### config.mk
export PLATFORM = sky130hd
export DESIGN_NAME = nr_divider
export DESIGN_NICKNAME = d
export VERILOG_FILES = /design/src/rtl/nr_divider.sv
export SDC_FILE = /design/constraint.sdc
export NUM_CORES = 1
export LEC_CHECK = 0
export CORE_MARGIN = 3
export CORE_UTILIZATION = 23
export CTS_CLUSTER_SIZE = 16
export DETAILED_ROUTE_END_ITERATION = 7
export SLEW_MARGIN = 5
export SYNTH_ARGS = -nofsm -noshare
export SYNTH_HDL_FRONTEND = slang
export SYNTH_SLANG_ARGS = --single-unit
export TNS_END_PERCENT = 50
### constraint.sdc
create_clock -name clk -period 6.75 [get_ports clk]
set_input_delay 0.675 -clock clk [delete_from_list [all_inputs] [get_ports clk]]
set_output_delay 0.675 -clock clk [all_outputs]
set_load 0.02 [all_outputs]
### src/rtl/nr_divider.sv
// nr_divider: multi-cycle non-restoring divider, one quotient bit per clock, start/done/busy handshake.
// Optional signed mode: define DIV_SIGNED_EN for two's-complement truncating division.
module nr_divider #(
    parameter int WIDTH = 8,
    parameter int CNT_W = 4
) (
    input  logic             clk,
    input  logic             reset,
    input  logic             start,
    input  logic [WIDTH-1:0] dividend,
    input  logic [WIDTH-1:0] divisor,
    output logic [WIDTH-1:0] quotient,
    output logic [WIDTH-1:0] remainder,
    output logic             busy,
    output logic             done,
    output logic             div_zero
);
    typedef enum logic [1:0] {IDLE, RUN, FIX, DONE} state_t;
    state_t state;
    logic [WIDTH:0]   a, m, a_sh, a_nx, a_fix;
    logic [WIDTH-1:0] q, ld_q, ld_m, res_q, res_r;
    logic [CNT_W-1:0] cnt;
    always_comb begin
        a_sh  = {a[WIDTH-1:0], q[WIDTH-1]};
        a_nx  = a[WIDTH] ? a_sh + m : a_sh - m;
        a_fix = a[WIDTH] ? a + m : a;
    end
`ifdef DIV_SIGNED_EN
    logic sq, sr;
    always_comb begin
        ld_q  = dividend[WIDTH-1] ? -dividend : dividend;
        ld_m  = divisor[WIDTH-1] ? -divisor : divisor;
        res_q = sq ? -q : q;
        res_r = sr ? -a_fix[WIDTH-1:0] : a_fix[WIDTH-1:0];
    end
    always_ff @(posedge clk) begin
        if (reset) begin
            sq <= 1'b0;
            sr <= 1'b0;
        end else if (state == IDLE && start) begin
            sq <= dividend[WIDTH-1] ^ divisor[WIDTH-1];
            sr <= dividend[WIDTH-1];
        end
    end
`else
    always_comb begin
        ld_q  = dividend;
        ld_m  = divisor;
        res_q = q;
        res_r = a_fix[WIDTH-1:0];
    end
`endif
    always_ff @(posedge clk) begin
        if (reset) begin
            state     <= IDLE;
            cnt       <= '0;
            a         <= '0;
            q         <= '0;
            m         <= '0;
            quotient  <= '0;
            remainder <= '0;
            busy      <= 1'b0;
            done      <= 1'b0;
            div_zero  <= 1'b0;
        end else begin
            case (state)
                IDLE: begin
                    done <= 1'b0;
                    if (start && divisor == '0) begin
                        quotient  <= '1;
                        remainder <= dividend;
                        div_zero  <= 1'b1;
                        done      <= 1'b1;
                        state     <= DONE;
                    end else if (start) begin
                        a     <= '0;
                        q     <= ld_q;
                        m     <= {1'b0, ld_m};
                        cnt   <= CNT_W'(WIDTH);
                        busy  <= 1'b1;
                        state <= RUN;
                    end
                end
                RUN: begin
                    a     <= a_nx;
                    q     <= {q[WIDTH-2:0], ~a_nx[WIDTH]};
                    cnt   <= cnt - 1'b1;
                    state <= (cnt == CNT_W'(1)) ? FIX : RUN;
                end
                FIX: begin
                    a         <= a_fix;
                    quotient  <= res_q;
                    remainder <= res_r;
                    div_zero  <= 1'b0;
                    busy      <= 1'b0;
                    done      <= 1'b1;
                    state     <= DONE;
                end
                default: begin
                    done  <= 1'b0;
                    state <= IDLE;
                end
            endcase
        end
    end
endmodule

==> results, run 1 <==
- The commonest cells after synthesis are dfxtp_1, nor2_1, nand2_1.
- Summing every instance area after synthesis gives 3170 um^2.
- By instance count, the leading cell after synthesis is dfxtp_1.
- Once detail routing completed, the nets flagged for antenna violations numbered 0.
- Setup violations remaining at the end of the flow were counted as 0.
- Headroom to the max-slew limit came out at 34.3%.
- The first-pass GRT wire length is 13,500 um.
- Across all setup checks in the final design, the least slack found is 3.81 ns.
- The overall via count from detail_route is 2,808.
- The number of detailed-routing iterations run before antenna repair is 4.
- The arrival time reported for the critical path endpoint is 3.12 ns.
- The final wirelength is 8320 um.
- The delay of the slowest cell on the worst path is 0.97 ns.
- In this run the worst path has a maximum fanout of 29.
- The critical path goes through nor2_1 > xor2_1 > ha_1 > and2_1 > o21a_1 > a41o_1 > o41ai_2 > xnor2_1 > a21bo_1.
- The per-cell via count in the routed design is 4.82.
- The reported leakage power is 1.43 nW.
- The number of gates resized after CTS was 0.
- The met1 routing resource usage after global routing is 14.8%.
- The mean instance size in the synthesized netlist is 8.44 um^2.
- For this run, the post-layout net count is 449.
- Buffers added to address setup during post-CTS repair amount to 0.
- The number of nets in the synthesized netlist is 420.
- The number of design-rule violations left by the first detailed-router iteration is 150.
- Entering global routing, the biggest net connects 41 pins.
- In this run the deepest clock path goes through 2 buffers.
- At the worst endpoint, the required time is 6.93 ns.
- The worst-case IR drop observed on VDD is 0.115 mV.
- The critical path crosses 9 cells after its start point.
- The tree built by TritonCTS fans out to 50 sinks.
- The global routing stage identified its most utilized layer as met2.
- Buffers inserted during clock tree synthesis total 5.
- The part of the cycle the worst path needs is 43.6%.
- The critical path's top delay family is flip-flops.
- The main flop type after synthesis is dfxtp_1.
- The worst setup path is of the reg -> reg kind.
- The met3 track utilization from global routing is 1.65%.
- The cell with the largest stage delay on the worst path is dfxtp_1.
- The via count of the first global-routing pass was 2,762.
- In this run the horizontal extent of the chip is 123 um.
- The antenna diode count is 0.
- The worst hold path stage count is 2.
- The sequential cell area fraction in the yosys report is 31.5%.
- In this run the standard cell core region covers 13,300 um^2.
- The count of buffers from port buffering is 37.
- The number of enable-type register cells in the synthesized netlist is 0.
- The flow ran to the end, and the final reports show no timing, DRC or antenna violations.
- The number of ports placed on the die boundary is 38.
- The global-route total usage across every layer is 10.9%.
- The count of distinct cell types in the synthesized netlist is 64.
- The category of the worst setup path capture point is a flop.
- The total power per unit cell area is 194 nW/um^2.
- By area the synthesized netlist is led by dfxtp_1, ha_1, a21oi_1, nor2_1, nand2_1.
- The number of maximum-capacitance constraint violations is 0.
- Of the cells placed in the final design, the portion with a size suffix greater than 1 is 9.61%.
- The average wire per cell in the routed design is 14.3 um.
- The clock-pin slew reported for the worst setup and hold paths after clock tree synthesis is 0.07 ns.
- After detailed routing, the number of remaining DRC violations is 0.
- The total half-perimeter wirelength after legalization and detailed placement is 6450 um.
- The final critical path time including I/O delays and setup is 2.94 ns.
- The relative area change from synthesis to final layout is 20.9%.
- After filler insertion, the fill cell instance count of the layout stands at 1,445.
- The die boundary height is 123 um.
- The number of buffers inserted for hold repair after clock tree synthesis is 0.
- The number of flip-flops and latches in the synthesized netlist is 50.
- The critical path contains buffers and inverters numbering 0 combined.
- The floorplan has 42 rows.
- Timing would allow up to 340 MHz.
- Across the routed clock network, the largest skew measured is 0.00714 ns.
- TritonCTS built the clock tree.
- Of all cell types, the one taking the most synthesized area is dfxtp_1.
- The area share of the largest cell type after synthesis is 31.5%.
- The weighted congestion at the end of routability-driven global placement is 0.885.
- The H-tree generated during clock tree synthesis spans 2 levels.
- The hold violation total from the final report was 0.
- Synthesis handed over a netlist of 376 instances.
- The initial core utilization is 23.8%.
- Counting flops with an async set or reset pin after synthesis yields a share of 0%.
- The worst setup path is launched from a flop.
- The total number of yosys warnings is 0.
- The number of pins with negative max-slew slack in the final report is 0.
- For met2 alone, demand over resource in global routing was 18.8%.
- The slew at the pin closest to its max-slew limit is 0.984 ns.
- The overall overflow remaining after global route is 0.
- The clock latency on the worst-skew pair is 0.29 ns.
- The die area is 15,200 um^2.
- The depth of the worst register-to-register path is 9.
- The initial antenna violation count is 0.
- Prior to clock tree synthesis, the placed netlist has a worst setup slack of 3.71 ns.
- The cell sitting at the root of the clock tree is a clkbuf_16.
- The final setup TNS is 0 ns.
- Setup repair after global routing left no endpoint under its margin.
- The kind of path behind the tightest hold check is reg -> reg.
logic make-up after synthesis:
logic type,Yosys count,share of synthesized area (%)
xor+xnor,16,4.41
buf+inv,40,5.87
mux,12,3.90
compound gates,107,24.7
simple gates,126,19.3
flops,50,31.5
fa+ha+maj,25,10.3
per-layer routing:
metal	vias up	share of wire (%)
met2	41	48
met1	1350	48
li1	1411	-
met4	0	0.82
met3	6	2.8
met5	-	0
path summary, 6_finish.rpt:
kind | endpoint | slack (ns) | start
setup / recovery | q[0]$_SDFFE_PP0P_ | 3.81 | a[8]$_SDFFE_PP0P_
hold / removal | div_zero$_SDFFE_PP0P_ | 0.46 | div_zero$_SDFFE_PP0P_
setup reg to reg | q[0]$_SDFFE_PP0P_ | 3.81 | a[8]$_SDFFE_PP0P_
hold reg to reg | div_zero$_SDFFE_PP0P_ | 0.46 | div_zero$_SDFFE_PP0P_
metrics by stage:
stage	utilization [%]	cell area, um^2	power [mW]	cells	hold slack, ns
floorplan	-	3170	0.443	376	0.445
global placement	27.6	3680	0.482	574	0.450
detailed placement	27.6	3680	0.487	574	0.453
CTS	28.7	3840	0.750	582	0.464
global route	28.7	3840	0.782	582	0.494
finish	28.7	3840	0.743	582	0.459
report_power, final:
part / switching (mW) / internal [mW] / total, mW / leakage [nW]
clock network: 0.120 / 0.142 / 0.262 / 0.0763
logic: 0.0884 / 0.0673 / 0.156 / 0.950
registers: 0.0162 / 0.309 / 0.325 / 0.407
total: 0.224 / 0.518 / 0.743 / 1.43
state kept, by name (all words and copies together), names as in the netlist:
register / flops
a: 9
m: 8
q: 8
quotient: 8
remainder: 8
cnt: 4
state: 2
busy: 1
div_zero: 1
done: 1
layout by cell type (no fill, tap or decap), types with 3 or more instances in the layout:
| cell | Yosys | layout |
|---|---|---|
| mux2i_1 | 9 | 9 |
| inv_1 | 21 | 21 |
| a21o_1 | 3 | 3 |
| mux2_2 | 3 | 3 |
| xor2_1 | 8 | 8 |
| nand2_1 | 37 | 37 |
| nor3_1 | 11 | 11 |
| a21oi_1 | 30 | 30 |
| clkdlybuf4s50_1 | 0 | 37 |
| nand3b_1 | 4 | 4 |
| dfxtp_1 | 50 | 50 |
| a211oi_1 | 10 | 10 |
| buf_4 | 1 | 3 |
| nor2_1 | 38 | 38 |
| ha_1 | 23 | 23 |
| xnor2_1 | 8 | 8 |
| nor2b_1 | 10 | 10 |
| clkbuf_16 | 0 | 5 |
| o221a_2 | 8 | 8 |
| a32oi_1 | 3 | 3 |
| o21ai_0 | 18 | 18 |
| a31oi_1 | 5 | 5 |
| a211oi_2 | 3 | 3 |
| nand3_1 | 8 | 8 |
| o221ai_1 | 3 | 3 |
area by class of cell:
class	count	area [um^2]	area share, %
inverter	22	82.6	2.15
tap	176	220	5.74
multi-input combinational	286	1990	51.8
sequential	50	1000	26.1
clock inverter	3	28.8	0.750
clock buffer	5	125	3.26
timing repair buffer	40	393	10.2
tightest hold or removal path, stage by stage, from the launching register on:
cell      delay (ns)
dfxtp_1         0.31
inv_1           0.05
a211oi_1        0.05
(Power assumes the default switching activity.)
==> run 2, diff against run 1 <==
==> constraint.sdc (replaced) <==
create_clock -name clk -period 2.6 [get_ports clk]
set_input_delay 0.26 -clock clk [delete_from_list [all_inputs] [get_ports clk]]
set_output_delay 0.26 -clock clk [all_outputs]
set_load 0.02 [all_outputs]
==> results, run 2 (synthesis gave the netlist of run 1 again) <==
- The run finished with clean final reports.
- In the final timing run, aggregate negative setup slack is 0 ns.
- Counting tap cells, the placed design contains a total of 584 instances.
- The antenna diode count is 0.
- The count of buffers from port buffering is 37.
- At the end of routability-driven placement, the weighted congestion stood at 0.830.
- Setup repair after global routing could not meet its margin everywhere.
- The critical path goes through nor2_4 > and2_4 > nor2_4 > xor2_1 > ha_1 > and2_4 > o21a_1 > a41o_1 > o41ai_2 > xnor2_1 > o221ai_1.
- The slew at the pin closest to its max-slew limit is 0.661 ns.
- The die boundary height is 123 um.
- The number of rows created at floorplan is 42.
- Together, buffers and inverters on the worst path number 0.
- The final wirelength is 8530 um.
- The type of element launching the critical path is a flop.
- The clock net in this run drives a total of 50 sinks.
- The overall overflow remaining after global route is 0.
- The clock-pin slew reported for the worst setup and hold paths after clock tree synthesis is 0.07 ns.
- The switching share of power is 28.7%.
- The initial antenna violation count is 0.
- In this run the horizontal extent of the chip is 123 um.
- TritonCTS built the clock tree.
- The clock latency on the worst-skew pair is 0.29 ns.
- The remaining design rule violation count is 0.
- The maximum root-to-sink buffer count is 2.
- The part of the cycle the worst path needs is 96.7%.
- The delay of the slowest cell on the worst path is 0.43 ns.
- The detailed router placed 2,920 vias in this run.
- The reported leakage power is 1.51 nW.
- Based on the critical path, the design can be clocked at up to 398 MHz.
- The category of the worst setup path capture point is a flop.
- 38 I/O pins were placed.
- The worst hold slack is 0.469 ns.
- Counting the buffers created by CTS gives 5.
- The cell at the root of the clock tree is clkbuf_16.
- The peak fanout along the critical path is 5.
- The number of buffers inserted for hold repair after clock tree synthesis is 0.
- The arrival time reported for the critical path endpoint is 2.68 ns.
- The worst setup path is of the reg -> reg kind.
- The total half-perimeter wirelength after legalization and detailed placement is 6660 um.
- The number of detailed-routing iterations run before antenna repair is 4.
- The number of design-rule violations left by the first detailed-router iteration is 173.
- The clock tree synthesis step divided the H-tree into 2 levels.
- The number of pins with negative max-slew slack in the final report was 0.
- For flop-to-flop paths, the worst setup slack is 0.09 ns.
- The filler cells instantiated in the layout total 1,427.
- The data required time at the worst endpoint is 2.77 ns.
- The average wire per cell in the routed design is 14.3 um.
- The cell with the largest stage delay on the worst path is dfxtp_2.
- The final design area excluding fillers is 4010 um^2.
- The critical path ends at a[8]$_SDFFE_PP0P_.
- The initial core utilization is 23.8%.
- The layout net count is 462.
- The internal power is 1.46 mW.
- The hold violation total from the final report is 0.
- Leaving out fill and tap cells, the most frequent cells in the layout are dfxtp_1, nand2_1, clkdlybuf4s50_1, nor2_1, a21oi_1.
- The per-cell via count in the routed design is 4.91.
- The number of flip-flops in the largest register is 9.
- The relative contribution of sequential cells to total power is 41.1%.
- The startpoint of the worst-slack reg-to-reg timing path is m[2]$_SDFFE_PP0P_.
- The final non-filler cell total is 595.
- The total design power is 2.05 mW.
- The worst ir drop on vdd is 0.340 mV.
- The power spent charging and discharging nets is 590 uW.
- After floorplanning, the core was sized to cover 13,300 um^2.
- The die covers 15,200 um^2.
- The most common library cell in the layout ignoring fill and taps is dfxtp_1.
- Combinational logic burns 21.8% of the power.
- The remaining antenna violation count is 0.
- Measured in cells, the most critical reg-to-reg path has a length of 11.
- Across every metal layer, demand over resource in global routing totals 11.3%.
- The first-pass GRT wire length is 14,100 um.
- The proportion of power drawn by the clock network is 37.1%.
- The fraction of layout cells with a size suffix above 1 is 16.2%.
- From synthesis to final layout, the design area changed by 26.4%.
- The via count of the first global-routing pass was 2,896.
- Entering global routing, the biggest net connects 23 pins.
- The total power per unit cell area is 512 nW/um^2.
- The clock arrives with 0.00478 ns of skew.
- After layout, the minimum clock period comes to 2.51 ns.
- The number of maximum-capacitance constraint violations is 0.
- The worst hold path belongs to the class reg -> reg.
- Headroom to the max-slew limit came out at 55.3%.
- The largest register by flop count is a.
- Grouping stages by cell kind, the critical path spends the most delay in compound AO/OA/AOI/OAI gates.
- The placed cell area is 3760 um^2.
- The cell depth of the worst setup path is 11.
- The critical path startpoint is m[2]$_SDFFE_PP0P_.
- The worst register-to-register path ends at a[8]$_SDFFE_PP0P_.
- Setup violations remaining at the end of the flow were counted as 0.
==> run 2: power groups by stage <==
stage / Combinational (mW) / Clock [mW] / Sequential, mW
2_1_floorplan: 0.300 / 0 / 0.850
3_3_place_gp: 0.408 / 0 / 0.857
3_5_place_dp: 0.420 / 0 / 0.858
4_1_cts: 0.443 / 0.769 / 0.842
5_1_grt: 0.500 / 0.805 / 0.849
6_report: 0.448 / 0.761 / 0.844
==> run 2: worst min path at each step <==
stage | from | end | slack, ns | cells after the start
5_1_grt | div_zero$_SDFFE_PP0P_ | div_zero$_SDFFE_PP0P_ | 0.50 | 2
3_3_place_gp | div_zero$_SDFFE_PP0P_ | div_zero$_SDFFE_PP0P_ | 0.46 | 2
6_report | div_zero$_SDFFE_PP0P_ | div_zero$_SDFFE_PP0P_ | 0.47 | 2
3_5_place_dp | div_zero$_SDFFE_PP0P_ | div_zero$_SDFFE_PP0P_ | 0.47 | 2
2_1_floorplan | divisor[3] | m[3]$_SDFFE_PP0P_ | 0.40 | 2
4_1_cts | div_zero$_SDFFE_PP0P_ | div_zero$_SDFFE_PP0P_ | 0.48 | 2
==> run 2: per-stage QoR <==
stage               utilization (%)  worst slack, ns
floorplan                         -           0.0617
global placement               28.2            0.123
detailed placement             28.2          -0.0700
CTS                            29.9          -0.0523
global route                   30.1          -0.0386
finish                         30.1           0.0863
==> run 2: cell type report <==
| type | instances | area [um^2] | share of cell area (%) |
|---|---|---|---|
| multi-input combinational | 286 | 2040 | 50.9 |
| clock buffer | 5 | 125 | 3.12 |
| inverter | 22 | 82.6 | 2.06 |
| tap | 176 | 220 | 5.49 |
| clock inverter | 3 | 45.0 | 1.12 |
| timing repair buffer | 53 | 490 | 12.2 |
| sequential | 50 | 1010 | 25.1 |
==> run 2: worst reg2reg max path, stage by stage, from the launching register on <==
cell and delay, ns:
dfxtp_2 0.43, nor2_4 0.07, and2_4 0.17, nor2_4 0.09
xor2_1 0.18, ha_1 0.27, and2_4 0.15, o21a_1 0.17
a41o_1 0.23, o41ai_2 0.28, xnor2_1 0.22, o221ai_1 0.14
==> run 2: routing by layer <==
metal  vias to the layer above  GRT usage, %  wire (um)
met4                         0          2.21         93
met2                        66          18.6       4010
met1                      1402          15.3       4140
li1                       1444             -          -
met3                         8          2.42        283
met5                         -             0          0
==> run 2: timing repair <==
item                                    in CTS  in global routing
gates cloned                                 0                  0
setup buffers                                3                  0
endpoints found under the setup margin       2                  3
gates resized for setup                     16                  5
pin swaps                                    8                  3
